File: config.mk
export PLATFORM = sky130hd
export DESIGN_NAME = traffic_light_monitor
export DESIGN_NICKNAME = d
export VERILOG_FILES = /design/src/rtl/tl_pkg.sv /design/src/rtl/tl_lamp_checker.sv /design/src/rtl/traffic_light_monitor.sv
export SDC_FILE = /design/constraint.sdc
export NUM_CORES = 1
export LEC_CHECK = 0
export ABC_AREA = 1
export ABC_CLOCK_PERIOD_IN_PS = 2000
export BUFFER_PORTS_ARGS = -buffer_cell sky130_fd_sc_hd__buf_2
export CELL_PAD_IN_SITES_DETAIL_PLACEMENT = 0
export CELL_PAD_IN_SITES_GLOBAL_PLACEMENT = 1
export CORE_ASPECT_RATIO = 1.25
export CORE_MARGIN = 2
export CORE_UTILIZATION = 44
export CTS_CLUSTER_DIAMETER = 50
export DETAILED_ROUTE_END_ITERATION = 7
export GPL_TIMING_DRIVEN = 0
export PLACE_DENSITY_LB_ADDON = 0.1
export SLEW_MARGIN = 15
export SYNTH_ARGS = -nofsm -noshare
export SYNTH_HDL_FRONTEND = slang
export SYNTH_SLANG_ARGS = --single-unit
File: constraint.sdc
create_clock -name clk -period 2 [get_ports clk]
set_clock_uncertainty 0.05 [all_clocks]
set_input_delay 0.5 -clock clk [delete_from_list [all_inputs] [get_ports clk]]
set_output_delay 0.5 -clock clk [all_outputs]
set_load 0.005 [all_outputs]
File: src/rtl/tl_pkg.sv
// Shared lamp codes, tracked-state enum and default dwell minimums for the
// traffic light monitor.
package tl_pkg;

  localparam logic [2:0] LAMP_RED = 3'b100;
  localparam logic [2:0] LAMP_YEL = 3'b010;
  localparam logic [2:0] LAMP_GRN = 3'b001;

  localparam int TL_YEL_MIN = 3;
  localparam int TL_GRN_MIN = 5;
  localparam int NUM_LAMPS  = 4;

  typedef enum logic [1:0] {
    ST_RED = 2'd0,
    ST_YEL = 2'd1,
    ST_GRN = 2'd2
  } lamp_state_t;

  typedef struct packed {
    logic onehot;
    logic seq;
    logic dwell;
  } lamp_err_t;

  // Only the forward cycle RED->GRN->YEL->RED is a legal change.
  function automatic logic legal_step(input lamp_state_t from, input lamp_state_t to);
    return (from == ST_RED && to == ST_GRN) ||
           (from == ST_GRN && to == ST_YEL) ||
           (from == ST_YEL && to == ST_RED);
  endfunction

endpackage

File: src/rtl/tl_lamp_checker.sv
// Per-lamp checker: one-hot code, transition order and minimum dwell,
// all flags registered one cycle after the offending sample.
module tl_lamp_checker
  import tl_pkg::*;
#(
  parameter int YEL_MIN = TL_YEL_MIN,
  parameter int GRN_MIN = TL_GRN_MIN
) (
  input  logic       clk,
  input  logic       rst,
  input  logic [2:0] lamp,
  output lamp_err_t  err_d,
  output lamp_err_t  err_q
);

  localparam logic [7:0] YEL_MIN_C = 8'(YEL_MIN);
  localparam logic [7:0] GRN_MIN_C = 8'(GRN_MIN);

  lamp_state_t state_q, state_d, obs;
  logic [7:0]  dwell_q, dwell_d;
  logic        legal;

  always_comb begin
    obs   = ST_RED;
    legal = 1'b1;
    case (lamp)
      LAMP_RED: obs = ST_RED;
      LAMP_YEL: obs = ST_YEL;
      LAMP_GRN: obs = ST_GRN;
      default:  legal = 1'b0;
    endcase
  end

  // Illegal codes freeze state and dwell so the next good sample is judged
  // against the last good one.
  always_comb begin
    state_d = state_q;
    dwell_d = dwell_q;
    err_d   = '0;
    if (!legal) begin
      err_d.onehot = 1'b1;
    end else if (obs != state_q) begin
      err_d.seq   = !legal_step(state_q, obs);
      err_d.dwell = (state_q == ST_YEL && dwell_q < YEL_MIN_C) ||
                    (state_q == ST_GRN && dwell_q < GRN_MIN_C);
      state_d     = obs;
      dwell_d     = 8'd1;
    end else if (dwell_q != 8'hFF) begin
      dwell_d = dwell_q + 8'd1;
    end
  end

  // Dwell resets to 255 so the first departure after reset never flags.
  always_ff @(posedge clk or negedge rst) begin
    if (!rst) begin
      state_q <= ST_RED;
      dwell_q <= 8'hFF;
      err_q   <= '0;
    end else begin
      state_q <= state_d;
      dwell_q <= dwell_d;
      err_q   <= err_d;
    end
  end

endmodule

File: src/rtl/traffic_light_monitor.sv
// Four-lamp intersection monitor: per-lamp checkers plus cross-lamp conflict,
// sticky error flag and saturating error-cycle counter.
module traffic_light_monitor
  import tl_pkg::*;
#(
  parameter int YEL_MIN = TL_YEL_MIN,
  parameter int GRN_MIN = TL_GRN_MIN
) (
  input  logic       clk,
  input  logic       rst,
  input  logic [2:0] light_M1,
  input  logic [2:0] light_M2,
  input  logic [2:0] light_MT,
  input  logic [2:0] light_S,
  input  logic       clr,
  output logic [3:0] err_onehot,
  output logic [3:0] err_seq,
  output logic [3:0] err_dwell,
  output logic       err_conflict,
  output logic       err_sticky,
  output logic [7:0] err_count
);

  logic [NUM_LAMPS-1:0][2:0] lamp_vec;
  lamp_err_t [NUM_LAMPS-1:0] lerr_d, lerr_q;
  logic [NUM_LAMPS-1:0]      nonred;
  logic       conflict_q, conflict_d;
  logic       sticky_q, sticky_d;
  logic [7:0] count_q, count_d;
  logic       any_err_d;

  assign lamp_vec = {light_S, light_MT, light_M2, light_M1};

  for (genvar g = 0; g < NUM_LAMPS; g++) begin : g_lamp
    tl_lamp_checker #(
      .YEL_MIN (YEL_MIN),
      .GRN_MIN (GRN_MIN)
    ) u_chk (
      .clk   (clk),
      .rst   (rst),
      .lamp  (lamp_vec[g]),
      .err_d (lerr_d[g]),
      .err_q (lerr_q[g])
    );
    assign nonred[g] = (lamp_vec[g] != LAMP_RED);
  end

  always_comb begin
    for (int i = 0; i < NUM_LAMPS; i++) begin
      err_onehot[i] = lerr_q[i].onehot;
      err_seq[i]    = lerr_q[i].seq;
      err_dwell[i]  = lerr_q[i].dwell;
    end
  end

  // Index map {S,MT,M2,M1}=[3:0]; M1 and M2 together are allowed.
  assign conflict_d = (nonred[3] && |nonred[2:0]) || (nonred[2] && nonred[1]);

  // Sticky and count follow the pulse inputs so they move with the pulses;
  // an error coincident with clr wins over the clear.
  always_comb begin
    any_err_d = conflict_d;
    for (int i = 0; i < NUM_LAMPS; i++) any_err_d = any_err_d | (|lerr_d[i]);
    if (clr) begin
      sticky_d = any_err_d;
      count_d  = {7'd0, any_err_d};
    end else begin
      sticky_d = sticky_q | any_err_d;
      count_d  = (any_err_d && count_q != 8'hFF) ? count_q + 8'd1 : count_q;
    end
  end

  always_ff @(posedge clk or negedge rst) begin
    if (!rst) begin
      conflict_q <= 1'b0;
      sticky_q   <= 1'b0;
      count_q    <= 8'd0;
    end else begin
      conflict_q <= conflict_d;
      sticky_q   <= sticky_d;
      count_q    <= count_d;
    end
  end

  assign err_conflict = conflict_q;
  assign err_sticky   = sticky_q;
  assign err_count    = count_q;

endmodule

==> flow_summary.yaml, run 1 <==
placed_design:
  io_buffers: 36
  post-place-cells: 605
  dpl_worst_slack_ns: -0.1487
  gp_congestion: 0.7889
  place_hpwl_mm: 5.657
timing:
  rsz0062_at_grt: "yes"
  drv_slew: 0
  worst_pin_slew_ns: 0.3453
  layout_setup_ws_ns: 0.07528
  tns_ns: 0
  setup_viol: 0
  hold_ws_ns: 0.3922
  fin_crit_sh: 0.9624
  max_freq_ghz: 0.5196
  fin_crit_ns: 1.925
  slew_headroom: 0.7685
  hold_viol_final: 0
cts:
  worstSkewPairLatency_ns: 0.35
  cts_tree: "done"
  clkSlewWorstSetupHoldPaths_ns: 0.06
  numCtsBuffers: 9
  cts_htree_levels: 3
  cts-root-buf: "clkbuf_8"
  clockBufferDepth: 2
  clkSinkCount: 62
setup_path:
  path_class: "flop to flop"
  critPathRequiredTime_ns: 2.19
  end_kind: "flop"
  critPathMaxStageDelay_ns: 0.57
  cpMaxStageDelayCell: "dfstp_2"
  path_cells: "ha_4 -> nand3b_1 -> nand2_1 -> nand2_1 -> nor2_1 -> nand3_1 -> nand2_2 -> nor2_4 -> buf_12 -> nand3_2 -> a21o_1"
  cp_common_cell: "nand2_1"
  reg2reg_depth: 11
  startpoint_type: "flop"
  worstPathArrival_ns: 2.12
  worstPathMaxFanout: 5
detailed_routing:
  wl_per_cell_um: 12.64
  route.detailed.vias_per_inst: 5.053
  vias: 3173
  antenna_left: 0
  drt_iter0_markers: 100
  post-route-drc-count: 0
  drt_first_pass_iters: 6
  wirelength_mm: 7.935
logic_synthesis:
  ys.flop_type: "dfstp_2"
  synth_most_common_cell: "nand2_1"
  netlist_instances: 471
  ys_top_cells_by_count: "84 x nand2_1, 68 x inv_1, 50 x nor2_1"
  syn-mean-instance-area_um2: 7.879
  ys_top_cells_by_area: "dfstp_2 23%, dfrtp_1 20%, nand2_1 8.5%"
  yosys.area.top_type: "dfstp_2"
  async_reset_ff_frac: 1.000
  ys_types: 36
  synth-seq-cells: 62
  ys_seq_area_frac: 0.4289
  synth_edf_count: 0
  yosysWarnings: 0
  syn_nets: 495
  netlist_area_um2: 3711
  synth.top_cell.area_share: 0.2266
global_routing:
  grt.total_usage: 0.1808
  grt_max_degree: 43
  grt_overflow: 0
  antenna_found_initial: 0
  grt_pass1_vias: 2878
  grt_pass1_wl_mm: 13.19
floorplan:
  core.rowCount: 37
  io_pins: 37
  core_um2: 8194
  initial_core_util: 0.4529
  die-width_um: 86.14
  dieArea_um2: 9189
  die_y_um: 106.7
status:
  status: "finished, final reports clean"
power_and_ir_drop:
  comb_power_share: 0.272
  swShare: 0.3347
  clkPwrFrac: 0.273
  p_seq_frac: 0.455
  ir_worst_vdd_uv: 344.5
  power.net_switching_mw: 1.215
  intPower_mw: 2.414
  total_power_mw: 3.629
  p_leak_nw: 2.103
  p_per_area_nw_per_um2: 831.5
finish:
  area_delta_synth_final_pct: 17.60
  fillers: 805
  drive_gt1_frac: 0.3145
  diodes: 0
  layoutNonFillerInstCount: 628
  layout.nets: 550
run:
  maxCapViolCount: 0
hold_path:
  hp-class: "input pin to flop"
  holdPathStages: 3
[flip-flops by register name, indices dropped and copies added (netlist names)]
register / count
g_lamp.u_chk.dwell_q: 32
g_lamp.u_chk.err_q: 12
err_count: 8
g_lamp.u_chk.state_q: 8
err_conflict: 1
err_sticky: 1
[what timing repair did]
action,4_1_cts,5_1_grt
hold buffers,1,0
endpoints found under the hold margin,6,0
gates resized for setup,0,26
buffers inserted,0,5
endpoints found under the setup margin,0,12
[cell type report]
| cell class | instances | area [um2] | area share |
|---|---|---|---|
| multi-input cells | 327 | 1899 | 0.4352 |
| repair buffers | 43 | 262.8 | 0.06021 |
| clock buffers | 15 | 166.4 | 0.03813 |
| inverters | 82 | 312.8 | 0.07167 |
| well taps | 97 | 121.4 | 0.02781 |
| plain buffers | 1 | 5.005 | 0.001147 |
| clock inverters | 1 | 5.005 | 0.001147 |
| flip-flops and latches | 62 | 1592 | 0.3647 |
[cells by family after synthesis]
logic type               Yosys count  synth area share
buffers and inverters             83           0.08563
XOR/XNOR                           7           0.01652
flip-flops                        62            0.4289
AND/OR/NAND/NOR                  250            0.3506
AO/OA/AOI/OAI                     60           0.08800
adder cells (fa/ha/maj)            9           0.03034
[cell usage in the layout, fill, tap and decap left out, types with 9 or more instances in the layout]
cell type   n
dfstp_2    32
clkbuf_8   11
a21oi_1    15
buf_2      36
inv_1      63
nand2_2    16
nand4_1    18
nand2_1    81
dfrtp_1    30
nand3_2    20
inv_2      17
o21ai_0    33
nor3_1      9
nor2_1     46
nand3_1    36
[metrics by stage]
| stage | instance area (um2) | utilization |
|---|---|---|
| CTS | 4217 | 0.5146 |
| global route | 4364 | 0.5326 |
| floorplan | 3711 | - |
| finish | 4364 | 0.5326 |
| detailed placement | 4035 | 0.4924 |
| global placement | 4013 | 0.4897 |
[power by group through the flow]
stage | combinational, mW | sequential, mW | clock [mW]
global route | 1.14 | 1.68 | 1.08
floorplan | 0.615 | 1.62 | 0
CTS | 0.856 | 1.63 | 1.03
finish | 0.986 | 1.65 | 0.990
detailed placement | 0.850 | 1.65 | 0
global placement | 0.841 | 1.65 | 0
[path summary, 6_finish.rpt]
path	startpoint	endpoint	slack, ns
max	g_lamp[2].u_chk.dwell_q[0]	err_sticky	0.08
min	clr	err_count[0]	0.39
max reg2reg	g_lamp[2].u_chk.dwell_q[0]	err_sticky	0.08
min reg2reg	err_sticky	err_sticky	0.43
max in group asynchronous	rst	g_lamp[2].u_chk.dwell_q[4]	0.79
min in group asynchronous	rst	g_lamp[1].u_chk.err_q[2]	0.53
[per-layer routing]
| layer | routed length (um) | GRT usage |
|---|---|---|
| met1 | 3637 | 0.2320 |
| met2 | 3848 | 0.2907 |
| met3 | 261 | 0.03618 |
| met4 | 187 | 0.08503 |
| met5 | 0 | 0 |
[worst max-delay path, delay by kind of cell, from the launching register on]
kind	cells	cell delay, ns
AO/OA/AOI/OAI	1	0.18
adder cells (fa/ha/maj)	1	0.16
buffers and inverters	1	0.12
flip-flops	1	0.57
AND/OR/NAND/NOR	8	0.75
No activity file was read; power rests on OpenSTA's default activity.
==> inputs of run 2 (changes only) <==
Settings changed: CORE_MARGIN 2 to 10.
==> run 2 against run 1 <==
  * Via count is 0.22% lower
  * Flip-flop and latch count stayed put
  * Final cell count is 0.16% higher
  * Worst setup slack better by 0.014 ns
  * Critical path type unchanged
  * Wire length is 4.1% higher
  * Combinational power is 0.4% higher
==> flow_summary.yaml, run 2 (synthesis gave the netlist of run 1 again) <==
status:
  status: "finished, final reports clean"
timing:
  hold_ws_ns: 0.3945
  slew_headroom: 0.7798
  worst_pin_slew_ns: 0.3286
  hold_viol_final: 0
  drv_slew: 0
  max_freq_ghz: 0.5235
  fin_crit_sh: 0.9552
  fin_crit_ns: 1.910
  setup_viol: 0
  rsz0062_at_grt: "yes"
power_and_ir_drop:
  comb_power_share: 0.249
  p_seq_frac: 0.415
  clkPwrFrac: 0.336
  p_per_area_nw_per_um2: 895.8
  intPower_mw: 2.705
  power.net_switching_mw: 1.276
  ir_worst_vdd_uv: 479.0
  swShare: 0.3206
  p_leak_nw: 2.139
finish:
  layout.nets: 551
  area_delta_synth_final_pct: 19.76
  fin_area_um2: 4444
  max_flop_register: "g_lamp.u_chk.dwell_q"
  diodes: 0
  final_cell_mix: "79 x nand2_1, 64 x inv_1, 46 x nor2_1"
  largest_registers: "g_lamp.u_chk.dwell_q: 32 flops, g_lamp.u_chk.err_q: 12 flops"
  drive_gt1_frac: 0.3271
  largest_reg_flops: 32
  final_common_cell: "nand2_1"
  layoutNonFillerInstCount: 629
detailed_routing:
  wl_per_cell_um: 13.14
  wirelength_mm: 8.262
  post-route-drc-count: 0
  drt_first_pass_iters: 4
  drt_iter0_markers: 103
  vias: 3166
  route.detailed.vias_per_inst: 5.033
  antenna_left: 0
floorplan:
  io_pins: 37
  core.rowCount: 37
  dieArea_um2: 12530
  initial_core_util: 0.4503
  die_y_um: 122.7
  die-width_um: 102.1
  core_um2: 8240
setup_path:
  worstReg2RegEnd: "err_count[6]"
  end_kind: "flop"
  worstPathMaxFanout: 8
  startpoint_type: "flop"
  reg2reg_depth: 13
  path_class: "flop to flop"
  r2r-start: "g_lamp[2].u_chk.dwell_q[1]"
  critPathRequiredTime_ns: 2.23
  worstPathArrival_ns: 2.14
  reg2reg_slack_ns: 0.09
  crit_start: "g_lamp[2].u_chk.dwell_q[1]"
cts:
  clockBufferDepth: 2
  cts_tree: "done"
  cts-root-buf: "clkbuf_8"
  clkSinkCount: 62
  cts_htree_levels: 3
  numCtsBuffers: 9
  worstSkewPairLatency_ns: 0.35
  clkSlewWorstSetupHoldPaths_ns: 0.07
run:
  maxCapViolCount: 0
hold_path:
  hold_path_startpoint: "clr"
  min_to: "err_count[0]"
  holdPathStages: 3
  hp-class: "input pin to flop"
placed_design:
  gp_congestion: 0.7770
  place_area_um2: 4043
  io_buffers: 36
  place_hpwl_mm: 5.931
  post-place-cells: 605
global_routing:
  antenna_found_initial: 0
  grt_overflow: 0
  grt.total_usage: 0.1387
  grt_max_degree: 48
  grt_pass1_wl_mm: 14.12
  grt_pass1_vias: 3191
-- run 2: changes by cell type in the layout (fill, tap and decap cells not counted), moves of 2 or more --
| cell | before | now |
|---|---|---|
| buf_12 | 2 | 0 |
| buf_4 | 5 | 7 |
| bufinv_16 | 0 | 3 |
| clkbuf_1 | 4 | 0 |
| clkbuf_8 | 11 | 9 |
| clkinv_2 | 1 | 3 |
| nand2_1 | 81 | 79 |
| nand2_2 | 16 | 18 |
| nand3_1 | 36 | 34 |
| nand3_2 | 20 | 22 |
-- run 2: how the worst max path moves through the flow --
stage	end	slack (ns)	depth (start not counted)
2_1_floorplan	err_count[2]	0.26	13
3_3_place_gp	err_count[0]	-0.23	11
3_5_place_dp	err_count[0]	-0.21	11
4_1_cts	err_count[0]	0.009	13
5_1_grt	err_count[6]	-0.08	13
6_report	err_count[6]	0.09	13
-- run 2: power groups by stage --
stage | sequential (mW) | clock (mW) | combinational (mW)
CTS | 1.63 | 1.38 | 0.864
finish | 1.65 | 1.34 | 0.990
floorplan | 1.62 | 0 | 0.615
global route | 1.68 | 1.43 | 1.14
global placement | 1.64 | 0 | 0.840
detailed placement | 1.65 | 0 | 0.853
-- run 2: area by class of cell --
type | instances | area (um2)
fillers | 836 | 3796
multi-input cells | 327 | 1912
flip-flops and latches | 62 | 1592
inverters | 82 | 312.8
repair buffers | 44 | 265.3
clock buffers | 9 | 123.9
well taps | 97 | 121.4
clock inverters | 7 | 112.6
plain buffers | 1 | 5.005
-- run 2: critical path, stage by stage, from the launching register on --
cell and delay [ns]:
dfstp_2 0.57, inv_2 0.06, ha_4 0.15, nand3_2 0.06, nand2_1 0.05, nand2_1 0.06, nor2_1 0.04, nand3_1 0.11
nand2_2 0.07, nor2_4 0.17, nand3_4 0.16, nand2_8 0.15, nand3_2 0.08, nand2_1 0.07
-- run 2: through the flow --
step / setup TNS, ns / utilization / setup WS (ns) / power, mW
6_report: 0 / 0.5393 / 0.08968 / 3.981
5_1_grt: -0.3824 / 0.5393 / -0.07511 / 4.254
2_1_floorplan: 0 / - / 0.2579 / 2.237
4_1_cts: 0 / 0.5205 / 0.009215 / 3.873
3_3_place_gp: -2.489 / 0.4869 / -0.2265 / 2.482
3_5_place_dp: -2.146 / 0.4906 / -0.2052 / 2.503
-- run 2: metal layers --
metal  vias to the layer above  track usage  wire [um]
li1                       1642            -          -
met1                      1474       0.1583       3648
met2                        40       0.2388       4119
met3                        10      0.03654        376
met4                         0      0.05830        116
met5                         -            0          0
-- run 2: repair_timing --
action | 4_1_cts | 5_1_grt
endpoints found under the setup margin | 0 | 17
resized for setup | 0 | 29
hold buffers | 1 | 0
setup buffers | 0 | 6
endpoints found under the hold margin | 6 | 0
